==> src/rtl/cla_seq_adder_ctrl.sv <==
`default_nettype none
// ============================================================================
// cla_seq_adder_ctrl : sequential add/sub built from one 3-bit CLA slice
// Revision: 1.0
// ============================================================================

module cla_seq_adder_ctrl #(
  parameter int SLICES = 4,
  localparam int W = 3 * SLICES
) (
  input  logic         clk,
  input  logic         rst,
  input  logic         start,
  input  logic [W-1:0] a,
  input  logic [W-1:0] b,
  input  logic         cin,
  input  logic         sub,
  output logic         busy,
  output logic         done,
  output logic [W-1:0] sum,
  output logic         cout,
  output logic         ovf
);

  localparam int KW = (SLICES > 1) ? $clog2(SLICES) : 1;
  localparam logic [KW-1:0] K_LAST = KW'(SLICES - 1);

  typedef enum logic [1:0] {
    S_IDLE = 2'd0,
    S_ADD  = 2'd1,
    S_DONE = 2'd2
  } state_t;

  state_t        state_q, state_d;
  logic [KW-1:0] k_q, k_d;
  logic          carry_q, carry_d;
  logic [W-1:0]  opa_q, opa_d;
  logic [W-1:0]  opb_q, opb_d;
  logic [W-1:0]  sum_q, sum_d;
  logic          cout_q, cout_d;
  logic          ovf_q, ovf_d;
  logic          busy_q, busy_d;
  logic          done_q, done_d;

  logic [2:0] slice_a, slice_b, slice_g, slice_p;
  logic [3:0] slice_s;
  logic       c1, c2, c3;

  // 3-bit carry-lookahead slice; slice_s[3] is the chunk carry-out.
  always_comb begin
    slice_a = opa_q[3*k_q +: 3];
    slice_b = opb_q[3*k_q +: 3];
    slice_g = slice_a & slice_b;
    slice_p = slice_a ^ slice_b;
    c1 = slice_g[0] | (slice_p[0] & carry_q);
    c2 = slice_g[1] | (slice_p[1] & slice_g[0]) | (slice_p[1] & slice_p[0] & carry_q);
    c3 = slice_g[2] | (slice_p[2] & slice_g[1]) | (slice_p[2] & slice_p[1] & slice_g[0])
       | (slice_p[2] & slice_p[1] & slice_p[0] & carry_q);
    slice_s = {c3, slice_p ^ {c2, c1, carry_q}};
  end

  always_comb begin
    state_d = state_q;
    k_d     = k_q;
    carry_d = carry_q;
    opa_d   = opa_q;
    opb_d   = opb_q;
    sum_d   = sum_q;
    cout_d  = cout_q;
    ovf_d   = ovf_q;
    busy_d  = 1'b0;
    done_d  = 1'b0;
    case (state_q)
      S_IDLE, S_DONE: begin
        state_d = S_IDLE;
        if (start) begin
          opa_d   = a;
          opb_d   = sub ? ~b : b;
          carry_d = sub ? 1'b1 : cin;
          k_d     = '0;
          sum_d   = '0;
          cout_d  = 1'b0;
          ovf_d   = 1'b0;
          busy_d  = 1'b1;
          state_d = S_ADD;
        end
      end
      S_ADD: begin
        busy_d = 1'b1;
        sum_d[3*k_q +: 3] = slice_s[2:0];
        carry_d = slice_s[3];
        if (k_q == K_LAST) begin
          cout_d  = slice_s[3];
          // Operands share a sign but the result's sign differs.
          ovf_d   = (opa_q[W-1] == opb_q[W-1]) && (slice_s[2] != opa_q[W-1]);
          busy_d  = 1'b0;
          done_d  = 1'b1;
          state_d = S_DONE;
        end else begin
          k_d = k_q + 1'b1;
        end
      end
      default: state_d = S_IDLE;
    endcase
  end

  always_ff @(posedge clk) begin
    if (rst) begin
      state_q <= S_IDLE;
      k_q     <= '0;
      carry_q <= 1'b0;
      opa_q   <= '0;
      opb_q   <= '0;
      sum_q   <= '0;
      cout_q  <= 1'b0;
      ovf_q   <= 1'b0;
      busy_q  <= 1'b0;
      done_q  <= 1'b0;
    end else begin
      state_q <= state_d;
      k_q     <= k_d;
      carry_q <= carry_d;
      opa_q   <= opa_d;
      opb_q   <= opb_d;
      sum_q   <= sum_d;
      cout_q  <= cout_d;
      ovf_q   <= ovf_d;
      busy_q  <= busy_d;
      done_q  <= done_d;
    end
  end

  assign busy = busy_q;
  assign done = done_q;
  assign sum  = sum_q;
  assign cout = cout_q;
  assign ovf  = ovf_q;

endmodule

`default_nettype wire

==> config.mk <==
export PLATFORM = sky130hd
export DESIGN_NAME = cla_seq_adder_ctrl
export DESIGN_NICKNAME = d
export VERILOG_FILES = /design/src/rtl/cla_seq_adder_ctrl.sv
export SDC_FILE = /design/constraint.sdc
export NUM_CORES = 1
export LEC_CHECK = 0
export ABC_AREA = 1
export CORE_ASPECT_RATIO = 1.2
export CORE_MARGIN = 2
export CORE_UTILIZATION = 50
export CTS_CLUSTER_SIZE = 40
export DETAILED_ROUTE_END_ITERATION = 8
export GPL_TIMING_DRIVEN = 0
export PLACE_DENSITY = 0.9
export SETUP_SLACK_MARGIN = 0.1
export SLEW_MARGIN = 40
export SYNTH_ARGS = -nofsm -noshare
export SYNTH_HDL_FRONTEND = slang
export SYNTH_SLANG_ARGS = --single-unit
export TNS_END_PERCENT = 30
==> constraint.sdc <==
create_clock -name clk -period 2.3 [get_ports clk]
set_input_delay 0.46 -clock clk [delete_from_list [all_inputs] [get_ports clk]]
set_output_delay 0.46 -clock clk [all_outputs]
set_load 0.01 [all_outputs]
==> impl_metrics.toml <==
[worst_setup_path]
cp-start-kind = "flip-flop"
critPathMaxFanout = 11
setup.worst_path.end_class = "flip-flop"
rr_endpoint = "sum[4]$_SDFFE_PP0P_"
arrival_ps = 2350
rr_worst_depth = 10
crit_type = "reg -> reg"
startpoint = "k_q[0]$_SDFFE_PP0P_"
reg2reg_slack_ps = 190
crit_end = "sum[4]$_SDFFE_PP0P_"
required_ps = 2530
r2r_start = "k_q[0]$_SDFFE_PP0P_"

[sta]
period_minus_slack_ps = 2110
slew_violations = 0
grt_setup_unrepaired = "false"
setup_viol = 0
fmax_mhz = 473
worst_slew_pin_slew_ps = 428
slew_headroom = 0.715
period_share = 0.918
fin_tns_setup_ps = 0
worst_clock_skew_ps = 6.24
hold_viol = 0

[layout]
fin_util = 0.691
fill_cells = 345
area_growth_pct = 31.5
antenna_cells = 0
nets = 357
drive_above_1_share = 0.134

[yosys]
ys_warn_count = 0
ys_ff_latch = 45
synth_seq_area_share = 0.428
syn_inst = 269
synth_top_area_share = 0.428
ys_top_cells_by_area = "dfxtp_1 (43%), o21ai_0 (9.5%), nor2_1 (7.8%)"
syn-cell-area_sq_um = 2100
syn_area_per_cell_sq_um = 7.82
synth_cell_type_count = 32
syn_nets = 306
yosysTopAreaCell = "dfxtp_1"

[cts]
ctsHoldBuffers = 0
cts-root-buf = "clkbuf_8"
cts_tree = "built"
htreeDepth = 2
clock_latency_ps = 290
cts_made_buffers = 5
cts_max_path_buffers = 2
cts.sinks = 45
path_clk_slew_ps = 80

[route]
drt_iter0_markers = 177
ant_nets = 0
avgRoutedWirePerCell_um = 13.2
viasPerCell = 5.24
first_pass_iters = 4
routed_wl_um = 4950
drcViolationCount = 0
route.vias.total = 1965

[pwr]
power.leakage_nw = 1.10
vdd_drop_max_v = 0.000424
finalPower_mw = 1.91
p_per_area_nw_per_um2 = 689

[placement]
hpwl_um = 3600
gp_congestion = 0.878
numPortBuffers = 43

[die]
core_area_sq_um = 4000
core.rowCount = 25
die_y_um = 75.1
initial_core_util = 0.526
die_w_um = 63.2
dieArea_sq_um = 4750
io_pins = 45

[global_routing]
grtUsageTotal = 0.228
grt_pass1_wl_um = 8290
antenna_found_initial = 0
gr-total-overflow = 0
grt_max_degree = 14
grt_pass1_vias = 1893

[job]
max_cap_viol_count = 0

[run_status]
status = "completed"

[worst_hold_path]
hold_class = "in -> reg"
==> synth_stat cells <==
| cell type | instances |
|---|---|
| nand3_1 | 9 |
| o22ai_1 | 5 |
| nand2_2 | 1 |
| nand2_4 | 2 |
| nor2_4 | 2 |
| nor2_2 | 1 |
| nand2_1 | 28 |
| or2_2 | 1 |
| o21ai_2 | 1 |
| nand3_2 | 1 |
| nor3_4 | 1 |
| a21oi_1 | 32 |
| clkbuf_1 | 4 |
| xor2_1 | 1 |
| inv_2 | 2 |
| a22oi_1 | 2 |
| buf_2 | 5 |
| dfxtp_1 | 45 |
| ha_1 | 7 |
| a31oi_1 | 1 |
| fa_1 | 1 |
| clkinv_4 | 1 |
| buf_4 | 2 |
| o21ai_1 | 1 |
| xnor2_1 | 12 |
| a211oi_1 | 1 |
| o21ai_0 | 40 |
| nor2_1 | 44 |
| inv_1 | 13 |
| buf_6 | 1 |
| clkinv_1 | 1 |
| and3_2 | 1 |
==> stage by stage <==
| step | cell area (sq um) | setup slack, ps | hold slack (ps) | instances |
|---|---|---|---|---|
| global placement | 2600 | -247 | 451 | 366 |
| finish | 2770 | 187 | 464 | 375 |
| CTS | 2720 | 116 | 448 | 374 |
| floorplan | 2100 | 303 | 444 | 269 |
| detailed placement | 2600 | -256 | 457 | 366 |
| global route | 2770 | 69.0 | 468 | 375 |
==> per-layer routing <==
metal,wire length (um),GRT usage
met1,1990,0.254
met4,138,0.135
met5,0,0
met2,2520,0.411
met3,297,0.0463
==> layout by cell type (no fill, tap or decap), drive strengths merged, types with 2 or more instances in the layout <==
| master | count |
|---|---|
| nor2 | 47 |
| nand2 | 31 |
| nand3 | 10 |
| buf | 8 |
| clkbuf | 12 |
| inv | 16 |
| ha | 7 |
| xnor2 | 12 |
| dfxtp | 45 |
| a21oi | 32 |
| o22ai | 5 |
| clkinv | 2 |
| clkdlybuf4s50 | 43 |
| o21ai | 42 |
| a22oi | 2 |
==> area by class of cell <==
type                    instances  area, sq um  area share
plain buffers                  12         75.1      0.0271
clock buffers                   7         96.3      0.0348
clock inverters                 1         5.00     0.00181
inverters                      17         73.8      0.0267
multi-input cells             195         1110       0.400
flip-flops and latches         45          906       0.327
well taps                      54         67.6      0.0244
repair buffers                 44          438       0.158
==> sequential cells by signal, indices dropped and copies added, names as in the netlist <==
signal and flops:
busy 1, sum 12, state_q 2, k_q 2
carry_q 1, done 1, ovf 1, opb_q 12
opa_q 12, cout 1
==> critical path, stage by stage, from the launching register on <==
cell	delay (ps)
dfxtp_4	420
inv_4	90
buf_6	160
o21ai_1	180
o22ai_2	140
fa_1	450
xor2_2	230
nand2_1	100
nor2_2	110
a22oi_1	70
nor2_1	100
==> kinds of logic (layout without fill, tap and decap cells) <==
kind of cell / Yosys count / after routing / synth area share
xor gates and xnor gates: 13 / 13 / 0.0541
adders and majority gates: 8 / 8 / 0.0511
buffers and inverters: 29 / 81 / 0.0642
and+or+nand+nor: 91 / 91 / 0.196
DFF: 45 / 45 / 0.428
AOI/OAI and AO/OA: 83 / 83 / 0.206
==> power by group <==
group,internal [mW],total (mW),switching (mW)
Clock,0.271,0.519,0.248
Sequential,0.833,0.872,0.0391
Combinational,0.222,0.515,0.293
Total,1.33,1.91,0.580
==> repair_timing <==
action,in CTS,in global routing
setup endpoints to repair,15,12
gates cloned,0,0
pin swaps,0,3
gates resized for setup,8,13
buffers inserted,0,1
endpoints found under the hold margin,0,0
==> how the worst min path moves through the flow <==
stage                           start                      to  slack [ps]  depth (start not counted)
2_1_floorplan  opa_q[11]$_SDFFE_PP0P_  opa_q[11]$_SDFFE_PP0P_         440                          2
3_3_place_gp      sum[9]$_SDFFE_PP0P_     sum[9]$_SDFFE_PP0P_         450                          2
3_5_place_dp      sum[5]$_SDFFE_PP0P_     sum[5]$_SDFFE_PP0P_         460                          2
4_1_cts                           rst     sum[5]$_SDFFE_PP0P_         450                          2
5_1_grt                           rst     sum[5]$_SDFFE_PP0P_         470                          2
6_report                          rst     sum[5]$_SDFFE_PP0P_         460                          2
No activity file was read; power rests on OpenSTA's default activity.
